## src/rtl/risc_v_mike_wb_queue_if.sv

```systemverilog
// Writeback queue bus: two result sources in, register-file write port out,
// and the decode-side forwarding lookup.
//
// Handshake semantics (src0 and src1 alike): a transfer happens on any rising
// clk edge where valid and ready are both high. ready is a function of
// registered queue state only, never of valid. A producer may raise valid at
// any time and must hold addr/data stable while valid is high and ready low.
interface risc_v_mike_wb_queue_if #(
  parameter int WB_FIFO_DEPTH = 4,
  parameter int DATA_W        = 32,
  parameter int ADDR_W        = 5
);
  localparam int CNT_W = $clog2(WB_FIFO_DEPTH) + 1;

  logic              src0_valid;
  logic              src0_ready;
  logic [ADDR_W-1:0] src0_addr;
  logic [DATA_W-1:0] src0_data;
  logic              src1_valid;
  logic              src1_ready;
  logic [ADDR_W-1:0] src1_addr;
  logic [DATA_W-1:0] src1_data;
  logic              reg_file_write;
  logic [ADDR_W-1:0] reg_file_wr_addr;
  logic [DATA_W-1:0] reg_file_wr_data;
  logic [ADDR_W-1:0] fwd_addr_1;
  logic [ADDR_W-1:0] fwd_addr_2;
  logic              fwd_hit_1;
  logic [DATA_W-1:0] fwd_data_1;
  logic              fwd_hit_2;
  logic [DATA_W-1:0] fwd_data_2;
  logic              wb_busy;
  // Occupancy of the pending-write FIFO, exported for observation.
  logic [CNT_W-1:0]  dbg_count;

  modport master (
    output src0_valid, src0_addr, src0_data,
    output src1_valid, src1_addr, src1_data,
    output fwd_addr_1, fwd_addr_2,
    input  src0_ready, src1_ready,
    input  reg_file_write, reg_file_wr_addr, reg_file_wr_data,
    input  fwd_hit_1, fwd_data_1, fwd_hit_2, fwd_data_2,
    input  wb_busy, dbg_count
  );

  modport slave (
    input  src0_valid, src0_addr, src0_data,
    input  src1_valid, src1_addr, src1_data,
    input  fwd_addr_1, fwd_addr_2,
    output src0_ready, src1_ready,
    output reg_file_write, reg_file_wr_addr, reg_file_wr_data,
    output fwd_hit_1, fwd_data_1, fwd_hit_2, fwd_data_2,
    output wb_busy, dbg_count
  );
endinterface

```

## src/rtl/risc_v_mike_wb_queue.sv

```systemverilog
// Writeback queue: merges ALU (src0) and LSU (src1) results into one in-order
// register-file write stream through a small FIFO, and offers a combinational
// forwarding lookup over everything not yet written.
module risc_v_mike_wb_queue #(
  parameter int WB_FIFO_DEPTH = 4,
  parameter int DATA_W        = 32,
  parameter int ADDR_W        = 5
) (
  input logic                    clk,
  input logic                    rst,
  risc_v_mike_wb_queue_if.slave  bus
);
  localparam int PTR_W = $clog2(WB_FIFO_DEPTH);
  localparam int CNT_W = PTR_W + 1;

  typedef logic [PTR_W-1:0] ptr_t;
  typedef logic [CNT_W-1:0] cnt_t;

  localparam cnt_t DEPTH_C    = cnt_t'(WB_FIFO_DEPTH);
  localparam cnt_t DEPTH_M1_C = cnt_t'(WB_FIFO_DEPTH - 1);

  logic [ADDR_W-1:0] mem_addr [WB_FIFO_DEPTH];
  logic [DATA_W-1:0] mem_data [WB_FIFO_DEPTH];

  ptr_t rd_ptr;
  ptr_t wr_ptr;
  cnt_t count;

  logic              out_write;
  logic [ADDR_W-1:0] out_addr;
  logic [DATA_W-1:0] out_data;

  logic src0_ready;
  logic src1_ready;
  logic push0;
  logic push1;
  logic pop;
  ptr_t slot1;

  // src1 needs one slot of headroom so it always fits behind a same-cycle src0.
  assign src0_ready = (count < DEPTH_C);
  assign src1_ready = (count < DEPTH_M1_C);

  // x0 writes complete the handshake but are never enqueued.
  assign push0 = bus.src0_valid & src0_ready & (bus.src0_addr != '0);
  assign push1 = bus.src1_valid & src1_ready & (bus.src1_addr != '0);
  assign pop   = (count != '0);
  assign slot1 = push0 ? ptr_t'(wr_ptr + ptr_t'(1)) : wr_ptr;

  // Entry storage; contents are meaningless outside the head..tail window.
  always_ff @(posedge clk) begin
    if (push0) begin
      mem_addr[wr_ptr] <= bus.src0_addr;
      mem_data[wr_ptr] <= bus.src0_data;
    end
    if (push1) begin
      mem_addr[slot1] <= bus.src1_addr;
      mem_data[slot1] <= bus.src1_data;
    end
  end

  // Pointers and occupancy; src0 lands before src1 when both push.
  always_ff @(posedge clk or posedge rst) begin
    if (rst) begin
      rd_ptr <= '0;
      wr_ptr <= '0;
      count  <= '0;
    end else begin
      rd_ptr <= rd_ptr + ptr_t'(pop);
      wr_ptr <= wr_ptr + ptr_t'(push0) + ptr_t'(push1);
      count  <= count + cnt_t'(push0) + cnt_t'(push1) - cnt_t'(pop);
    end
  end

  // Output stage: drain one entry per cycle; address/data hold when idle.
  always_ff @(posedge clk or posedge rst) begin
    if (rst) begin
      out_write <= 1'b0;
      out_addr  <= '0;
      out_data  <= '0;
    end else begin
      out_write <= pop;
      if (pop) begin
        out_addr <= mem_addr[rd_ptr];
        out_data <= mem_data[rd_ptr];
      end
    end
  end

  logic              hit_1;
  logic              hit_2;
  logic [DATA_W-1:0] data_1;
  logic [DATA_W-1:0] data_2;
  ptr_t              idx;

  // Forwarding: walk oldest (output stage) to youngest (tail-1) so the last match wins.
  always_comb begin
    hit_1  = 1'b0;
    hit_2  = 1'b0;
    data_1 = '0;
    data_2 = '0;
    idx    = rd_ptr;
    if (out_write && (out_addr == bus.fwd_addr_1)) begin
      hit_1  = 1'b1;
      data_1 = out_data;
    end
    if (out_write && (out_addr == bus.fwd_addr_2)) begin
      hit_2  = 1'b1;
      data_2 = out_data;
    end
    for (int i = 0; i < WB_FIFO_DEPTH; i++) begin
      idx = rd_ptr + ptr_t'(i);
      if (cnt_t'(i) < count) begin
        if (mem_addr[idx] == bus.fwd_addr_1) begin
          hit_1  = 1'b1;
          data_1 = mem_data[idx];
        end
        if (mem_addr[idx] == bus.fwd_addr_2) begin
          hit_2  = 1'b1;
          data_2 = mem_data[idx];
        end
      end
    end
    if (bus.fwd_addr_1 == '0) begin
      hit_1  = 1'b0;
      data_1 = '0;
    end
    if (bus.fwd_addr_2 == '0) begin
      hit_2  = 1'b0;
      data_2 = '0;
    end
  end

  assign bus.src0_ready       = src0_ready;
  assign bus.src1_ready       = src1_ready;
  assign bus.reg_file_write   = out_write;
  assign bus.reg_file_wr_addr = out_addr;
  assign bus.reg_file_wr_data = out_data;
  assign bus.fwd_hit_1        = hit_1;
  assign bus.fwd_data_1       = data_1;
  assign bus.fwd_hit_2        = hit_2;
  assign bus.fwd_data_2       = data_2;
  assign bus.wb_busy          = pop | out_write;
  assign bus.dbg_count        = count;
endmodule

```

## src/flat_wrapper.sv

```systemverilog
// flat-port wrapper written by rule: the top's interface ports become plain ports
module risc_v_mike_wb_queue_flat 
#(
  parameter int WB_FIFO_DEPTH = 4,
  parameter int DATA_W        = 32,
  parameter int ADDR_W        = 5
)
  (clk, rst, bus_src0_valid, bus_src0_addr, bus_src0_data, bus_src1_valid, bus_src1_addr, bus_src1_data, bus_fwd_addr_1, bus_fwd_addr_2, bus_src0_ready, bus_src1_ready, bus_reg_file_write, bus_reg_file_wr_addr, bus_reg_file_wr_data, bus_fwd_hit_1, bus_fwd_data_1, bus_fwd_hit_2, bus_fwd_data_2, bus_wb_busy, bus_dbg_count);
  risc_v_mike_wb_queue_if #(.WB_FIFO_DEPTH(WB_FIFO_DEPTH), .DATA_W(DATA_W), .ADDR_W(ADDR_W)) bus_i ();
  input logic clk;
  input logic rst;
  input wire logic [$bits(bus_i.src0_valid)-1:0] bus_src0_valid;
  input wire logic [$bits(bus_i.src0_addr)-1:0] bus_src0_addr;
  input wire logic [$bits(bus_i.src0_data)-1:0] bus_src0_data;
  input wire logic [$bits(bus_i.src1_valid)-1:0] bus_src1_valid;
  input wire logic [$bits(bus_i.src1_addr)-1:0] bus_src1_addr;
  input wire logic [$bits(bus_i.src1_data)-1:0] bus_src1_data;
  input wire logic [$bits(bus_i.fwd_addr_1)-1:0] bus_fwd_addr_1;
  input wire logic [$bits(bus_i.fwd_addr_2)-1:0] bus_fwd_addr_2;
  output wire logic [$bits(bus_i.src0_ready)-1:0] bus_src0_ready;
  output wire logic [$bits(bus_i.src1_ready)-1:0] bus_src1_ready;
  output wire logic [$bits(bus_i.reg_file_write)-1:0] bus_reg_file_write;
  output wire logic [$bits(bus_i.reg_file_wr_addr)-1:0] bus_reg_file_wr_addr;
  output wire logic [$bits(bus_i.reg_file_wr_data)-1:0] bus_reg_file_wr_data;
  output wire logic [$bits(bus_i.fwd_hit_1)-1:0] bus_fwd_hit_1;
  output wire logic [$bits(bus_i.fwd_data_1)-1:0] bus_fwd_data_1;
  output wire logic [$bits(bus_i.fwd_hit_2)-1:0] bus_fwd_hit_2;
  output wire logic [$bits(bus_i.fwd_data_2)-1:0] bus_fwd_data_2;
  output wire logic [$bits(bus_i.wb_busy)-1:0] bus_wb_busy;
  output wire logic [$bits(bus_i.dbg_count)-1:0] bus_dbg_count;
  assign bus_i.src0_valid = bus_src0_valid;
  assign bus_i.src0_addr = bus_src0_addr;
  assign bus_i.src0_data = bus_src0_data;
  assign bus_i.src1_valid = bus_src1_valid;
  assign bus_i.src1_addr = bus_src1_addr;
  assign bus_i.src1_data = bus_src1_data;
  assign bus_i.fwd_addr_1 = bus_fwd_addr_1;
  assign bus_i.fwd_addr_2 = bus_fwd_addr_2;
  assign bus_src0_ready = bus_i.src0_ready;
  assign bus_src1_ready = bus_i.src1_ready;
  assign bus_reg_file_write = bus_i.reg_file_write;
  assign bus_reg_file_wr_addr = bus_i.reg_file_wr_addr;
  assign bus_reg_file_wr_data = bus_i.reg_file_wr_data;
  assign bus_fwd_hit_1 = bus_i.fwd_hit_1;
  assign bus_fwd_data_1 = bus_i.fwd_data_1;
  assign bus_fwd_hit_2 = bus_i.fwd_hit_2;
  assign bus_fwd_data_2 = bus_i.fwd_data_2;
  assign bus_wb_busy = bus_i.wb_busy;
  assign bus_dbg_count = bus_i.dbg_count;
  risc_v_mike_wb_queue #(.WB_FIFO_DEPTH(WB_FIFO_DEPTH), .DATA_W(DATA_W), .ADDR_W(ADDR_W)) u_core (.clk(clk), .rst(rst), .bus(bus_i));
endmodule
```

## config.mk

```make
export PLATFORM = sky130hd
export DESIGN_NAME = risc_v_mike_wb_queue_flat
export DESIGN_NICKNAME = d
export VERILOG_FILES = /design/src/rtl/risc_v_mike_wb_queue_if.sv /design/src/rtl/risc_v_mike_wb_queue.sv /design/src/flat_wrapper.sv
export SDC_FILE = /design/constraint.sdc
export NUM_CORES = 1
export LEC_CHECK = 0
export BUFFER_PORTS_ARGS = -buffer_cell sky130_fd_sc_hd__buf_2
export CAP_MARGIN = 20
export CELL_PAD_IN_SITES_DETAIL_PLACEMENT = 0
export CELL_PAD_IN_SITES_GLOBAL_PLACEMENT = 1
export CORE_ASPECT_RATIO = 1.4
export CORE_MARGIN = 5
export CORE_UTILIZATION = 48
export CTS_CLUSTER_DIAMETER = 150
export CTS_CLUSTER_SIZE = 12
export DETAILED_ROUTE_END_ITERATION = 7
export PLACE_DENSITY_LB_ADDON = 0.1
export SYNTH_ARGS = -nofsm -noshare
export SYNTH_HDL_FRONTEND = slang
export SYNTH_SLANG_ARGS = --single-unit
```

## constraint.sdc

```tcl
create_clock -name clk -period 3.9 [get_ports clk]
set_input_delay 0 -clock clk [delete_from_list [all_inputs] [get_ports clk]]
set_output_delay 0 -clock clk [all_outputs]
set_load 0.02 [all_outputs]
```

==> results.py, run 1 <==
metrics = {
    "synth": {
        "synth_warnings": 0,
        "ys_types": 60,
        "synth.avg_cell_area_sq_um": 11.2,
        "synth_cells": 1396,
        "synth_edf_count": 148,
        "syn_nets": 1495,
        "ys_ff_latch": 193,
        "synth-main-ff-cell": "edfxtp_1",
        "async_reset_ff_share_pct": 23.3,
        "yosysSeqAreaShare_pct": 35.6,
        "syn_area_sq_um": 15600,
    },
    "min_path": {
        "hold_path_class": "in -> reg",
        "whs_path_depth": 4,
    },
    "critical_path": {
        "worstPathRequired_ns": 3.90,
        "critPathArrivalTime_ns": 3.79,
        "cp_max_fo": 21,
        "cp-start-kind": "flip-flop",
        "cp-end-kind": "output pin",
        "critical_path_class": "reg -> out",
        "reg2regPathDepth": 8,
    },
    "cells_and_area": {
        "design_area_sq_um": 18900,
        "mostFrequentLayoutCell": "buf_2",
        "area_growth_pct": 20.8,
        "fin_util_pct": 58.5,
        "fin_nets": 1744,
        "stdcell_count": 2100,
        "drive_above_1_share_pct": 36.4,
        "final_cell_mix": "buf_2 (197), mux2_2 (186), edfxtp_1 (148)",
    },
    "timing": {
        "fin_tns_setup_ns": 0,
        "finalSetupViolCount": 0,
        "rsz0062_at_grt": "false",
        "fin_worst_skew_ns": 0.00843,
        "relSlewSlack_pct": 24.3,
        "max_freq_ghz": 0.264,
        "max_slew.worst_pin.slew_ns": 1.13,
        "min_period_ns": 3.79,
        "final.period_utilization_pct": 97.1,
        "slew_violations": 0,
        "finalHoldViolCount": 0,
    },
    "die": {
        "initial_core_util_pct": 48.4,
        "rows": 78,
        "die_x_um": 163,
        "core_sq_um": 32300,
        "die_area_sq_um": 36300,
        "io_pins": 198,
        "die_h_um": 224,
    },
    "grt": {
        "grt_usage_pct": 30.0,
        "grtUsageMet1_pct": 37.6,
        "grt_pass1_wl_um": 83200,
        "grt_max_degree": 107,
        "antenna_found_initial": 3,
        "grt_pass1_vias": 14000,
        "overflow": 0,
        "use_met2_pct": 51.7,
        "grt_busiest_layer": "met2",
        "grt_util_met3_pct": 4.34,
    },
    "flow_run": {
        "maxCapViolCount": 0,
    },
    "place": {
        "place.gp.congestion": 0.903,
        "postPlaceCellArea_sq_um": 17100,
        "portBuffers": 197,
        "dp_cells": 1951,
        "dp_hpwl_um": 36400,
    },
    "drt": {
        "drc": 0,
        "first_iter_violations": 1284,
        "routed_wl_um": 55600,
        "viasPerCell": 6.48,
        "wl_per_cell_um": 26.5,
        "num_vias": 13600,
        "firstDrtPassIters": 5,
        "postRouteAntennaNets": 0,
    },
    "power_and_ir_drop": {
        "power.total_mw": 15.4,
        "power.density_nw_per_um2": 816,
        "leakage_nw": 7.12,
        "vdd_drop_max_mv": 0.499,
    },
    "clocking": {
        "cts_root_buf": "clkbuf_16",
        "h-tree-depth": 4,
        "path_clk_slew_ns": 0.07,
        "clkSinkCount": 193,
        "cts_buffer_depth": 2,
        "cts_tree": "built",
        "cts_buffers": 17,
        "clk-insertion-delay-late_ns": 0.46,
    },
    "outcome": {
        "outcome": "finished clean",
    },
}
## Yosys cell counts (all sizes together) (2+ instances only)
cell	n	area, sq um
mux2	186	2090
edfxtp	148	4440
mux2i	140	1400
buf	81	532
a21oi	79	395
nor2	76	285
clkbuf	67	259
a221oi	64	742
nand2	56	210
dfrtp	45	1130
nand3	38	190
nor2b	38	238
a211oi	37	283
mux4	36	818
nand4	36	225
o31ai	33	253
a22oi	32	240
a32oi	32	288
o311ai	32	498
xnor2	28	245
xor2	26	228
inv	20	75.1
o21ai	11	55.1
ha	8	100
nor3	8	55.1
a21o	4	30.0
nand2b	4	25.0
nor4	4	31.3
a31oi	3	18.8
fa	3	60.1
or4	3	22.5
and2	2	12.5
and3	2	12.5
o211ai	2	15.0
## cells by family (layout without fill, tap and decap cells)
group	after synthesis	count (layout)	share of synthesized area (%)
buf+inv	168	430	5.54
other cells	0	2	0
mux	362	362	27.6
compound gates	335	335	18.5
flops	193	193	35.6
fa+ha+maj	11	11	1.02
xor+xnor	54	54	3.03
simple gates	273	273	8.68
## final cells by class
class | instances | area, sq um
Multi-Input combinational cell | 1035 | 9320
Clock inverter | 10 | 135
Tap cell | 440 | 551
Fill cell | 2794 | 13400
Sequential cell | 193 | 5580
Timing Repair Buffer | 378 | 2760
Clock buffer | 22 | 464
Antenna cell | 2 | 5.00
Inverter | 20 | 76.3
## sequential cells by signal, summed over array words and instances, names as in the netlist
name                         count
u_core.bus.reg_file_write        1
u_core.bus.dbg_count             3
u_core.mem_data                128
u_core.bus.reg_file_wr_addr      5
u_core.rd_ptr                    2
u_core.wr_ptr                    2
u_core.mem_addr                 20
u_core.bus.reg_file_wr_data     32
## timing repair
item,4_1_cts,5_1_grt
setup endpoints to repair,32,10
pin swaps,0,0
buffers inserted,1,1
resized for setup,1,2
gates cloned,0,0
endpoints found under the hold margin,193,0
hold buffers,113,0
## report_power, final
group / internal, mW / switching (mW) / leakage, nW
Combinational: 3.80 / 6.04 / 4.96
Sequential: 3.04 / 0.659 / 1.87
Clock: 1.04 / 0.819 / 0.284
Total: 7.88 / 7.52 / 7.12
## through the flow
| step | worst slack, ns | hold WS [ns] |
|---|---|---|
| detailed placement | 0.351 | -0.156 |
| CTS | 0.0584 | 0.211 |
| global route | 0.0214 | 0.269 |
| floorplan | 0.460 | 0.220 |
| global placement | 0.391 | -0.158 |
| finish | 0.114 | 0.209 |
## layer usage
layer	up-vias	part of all wire (%)
li1	6021	-
met1	6784	40
met2	650	50
met3	147	6.9
met4	2	3.6
met5	-	0.013
## worst max-delay path, cell delays in order (launching register included)
cell and delay (ns):
dfrtp_4 0.63, mux4_2 0.60, xor2_1 0.18, nor4_2 0.52
and3_1 0.26, buf_4 0.32, a221oi_1 0.15, o31ai_1 0.39
buf_2 0.24
## final timing paths
check                                          startpoint                              to  slack (ns)
max in group asynchronous                             rst                u_core.rd_ptr[0]        2.48
max reg2reg                       u_core.bus.dbg_count[2]          u_core.mem_data[3][11]        0.28
min reg2reg                u_core.bus.reg_file_wr_data[8]  u_core.bus.reg_file_wr_data[8]        0.56
min                                        bus_src1_valid                u_core.wr_ptr[0]        0.21
min in group asynchronous                             rst  u_core.bus.reg_file_wr_data[8]        0.48
max                                      u_core.rd_ptr[0]              bus_fwd_data_2[24]        0.11
No activity file was read; power rests on OpenSTA's default activity.
==> run 2, diff against run 1 <==
--- a/config.mk
+++ b/config.mk
@@ -5,16 +5,16 @@
 export SDC_FILE = /design/constraint.sdc
 export NUM_CORES = 1
 export LEC_CHECK = 0
-export BUFFER_PORTS_ARGS = -buffer_cell sky130_fd_sc_hd__buf_2
 export CAP_MARGIN = 20
-export CELL_PAD_IN_SITES_DETAIL_PLACEMENT = 0
+export CELL_PAD_IN_SITES_DETAIL_PLACEMENT = 1
 export CELL_PAD_IN_SITES_GLOBAL_PLACEMENT = 1
 export CORE_ASPECT_RATIO = 1.4
 export CORE_MARGIN = 5
-export CORE_UTILIZATION = 48
+export CORE_UTILIZATION = 52
 export CTS_CLUSTER_DIAMETER = 150
 export CTS_CLUSTER_SIZE = 12
 export DETAILED_ROUTE_END_ITERATION = 7
+export DONT_BUFFER_PORTS = 1
 export PLACE_DENSITY_LB_ADDON = 0.1
 export SYNTH_ARGS = -nofsm -noshare
 export SYNTH_HDL_FRONTEND = slang
==> run 2 against run 1 <==
  * Fmax grew 1.7%
  * Critical path depth grew 1
  * Die area down 7.3%
  * Via count shrank 0.26%
  * Worst setup slack gained 0.062 ns
  * Cell count fell by 10%
  * Sequential power up 10%
==> results.py, run 2 (synthesized netlist as in run 1, its figures left out) <==
metrics = {
    "cells_and_area": {
        "stdcell_count": 1891,
        "fin_nets": 1589,
        "final_cell_mix": "mux2_2 (186), edfxtp_1 (148), mux2i_1 (140)",
        "mostFrequentLayoutCell": "mux2_2",
        "drive_above_1_share_pct": 30.8,
        "top_register": "u_core.mem_data",
        "fin_util_pct": 60.6,
        "area_growth_pct": 15.8,
        "largest_register_ff_count": 128,
    },
    "drt": {
        "routed_wl_um": 59100,
        "postRouteAntennaNets": 0,
        "firstDrtPassIters": 5,
        "first_iter_violations": 1300,
        "drc": 0,
        "num_vias": 13600,
        "viasPerCell": 7.18,
        "wl_per_cell_um": 31.3,
    },
    "grt": {
        "antenna_found_initial": 2,
        "grt_max_degree": 120,
        "grt_pass1_wl_um": 88600,
        "grt_pass1_vias": 14700,
        "overflow": 0,
        "grt_usage_pct": 34.4,
    },
    "clocking": {
        "cts_buffer_depth": 2,
        "cts_root_buf": "clkbuf_16",
        "cts_tree": "built",
        "clk-insertion-delay-late_ns": 0.47,
        "path_clk_slew_ns": 0.07,
        "clkSinkCount": 193,
        "h-tree-depth": 4,
        "cts_buffers": 17,
    },
    "timing": {
        "fin_worst_skew_ns": 0.0110,
        "relSlewSlack_pct": 22.6,
        "min_period_ns": 3.72,
        "fin_tns_setup_ns": 0,
        "final.period_utilization_pct": 95.5,
        "finalHoldViolCount": 0,
        "max_slew.worst_pin.slew_ns": 1.16,
        "max_freq_ghz": 0.268,
        "slew_violations": 0,
        "rsz0062_at_grt": "false",
        "finalSetupViolCount": 0,
    },
    "die": {
        "core_sq_um": 29800,
        "initial_core_util_pct": 52.4,
        "io_pins": 198,
        "die_x_um": 157,
        "die_area_sq_um": 33700,
        "rows": 75,
        "die_h_um": 215,
    },
    "critical_path": {
        "reg2regPathDepth": 9,
        "critPathArrivalTime_ns": 3.72,
        "r2r_setup_slack_ns": 0.26,
        "cp_max_fo": 22,
        "crit_end": "bus_fwd_data_2[22]",
        "critical_path.startpoint": "u_core.bus.dbg_count[2]",
        "worstReg2RegEnd": "u_core.mem_data[0][8]",
        "cp-end-kind": "output pin",
        "worstPathRequired_ns": 3.90,
        "reg2reg_from": "u_core.bus.dbg_count[2]",
        "critical_path_class": "reg -> out",
        "cp-start-kind": "flip-flop",
    },
    "place": {
        "dp_cells": 1759,
        "portBuffers": 0,
        "dp_hpwl_um": 37300,
        "place.gp.congestion": 0.854,
    },
    "min_path": {
        "hold_path_class": "in -> reg",
    },
    "power_and_ir_drop": {
        "leakage_nw": 6.50,
        "power.density_nw_per_um2": 858,
        "power.total_mw": 15.5,
        "vdd_drop_max_mv": 0.738,
    },
    "outcome": {
        "outcome": "finished clean",
    },
    "flow_run": {
        "maxCapViolCount": 0,
    },
}
==> run 2: worst max-delay path, stage by stage (launching register included) <==
cell and delay [ns]:
dfrtp_1 0.50, inv_1 0.28, ha_1 0.60, a21o_1 0.16, nand2b_1 0.20, o22a_1 0.22
o21ai_4 0.27, buf_4 0.32, o31ai_1 0.46, buf_4 0.23
==> run 2: worst min path at each step <==
stage                           startpoint               endpoint  slack (ns)  cells past startpoint
after floorplan           bus_src1_addr[4]  u_core.mem_addr[0][4]        0.22                      1
after global placement                 rst       u_core.rd_ptr[0]        0.13                      2
after detailed placement               rst       u_core.rd_ptr[1]        0.14                      2
after CTS                   bus_src1_valid       u_core.wr_ptr[0]        0.12                      3
after global routing        bus_src1_valid       u_core.wr_ptr[0]        0.15                      3
final                       bus_src1_valid       u_core.wr_ptr[0]        0.13                      3
==> run 2: layout make-up <==
type	instances	area (sq um)
fillers	3073	11700
multi-input cells	1035	9350
flip-flops and latches	193	5580
repair buffers	223	2050
clock buffers	26	499
well taps	385	482
inverters	20	76.3
clock inverters	6	57.6
diodes	3	7.51
==> run 2: what timing repair did <==
action / CTS / global route
hold endpoints to repair: 193 / 0
cloned: 0 / 0
hold buffers: 96 / 0
setup buffers: 0 / 1
gates resized for setup: 1 / 4
endpoints found under the setup margin: 10 / 26
==> run 2: stage by stage <==
stage	instance area [sq um]	hold slack (ns)	worst slack, ns
6_report	18100	0.128	0.175
5_1_grt	18100	0.147	0.0285
4_1_cts	18000	0.121	0.0446
3_5_place_dp	16500	0.140	0.406
3_3_place_gp	16500	0.134	0.442
2_1_floorplan	15600	0.220	0.460
==> run 2: report_power, final <==
group	internal, mW	switching (mW)
clock network	0.945	0.818
registers	3.04	1.03
logic	3.79	5.89
==> run 2: per-layer routing <==
metal	track usage (%)	vias up	routed length, um
met1	39.9	6933	21500
met2	59.2	714	30100
li1	-	5726	-
met4	16.7	2	2810
met3	8.03	193	4680
met5	0	-	7
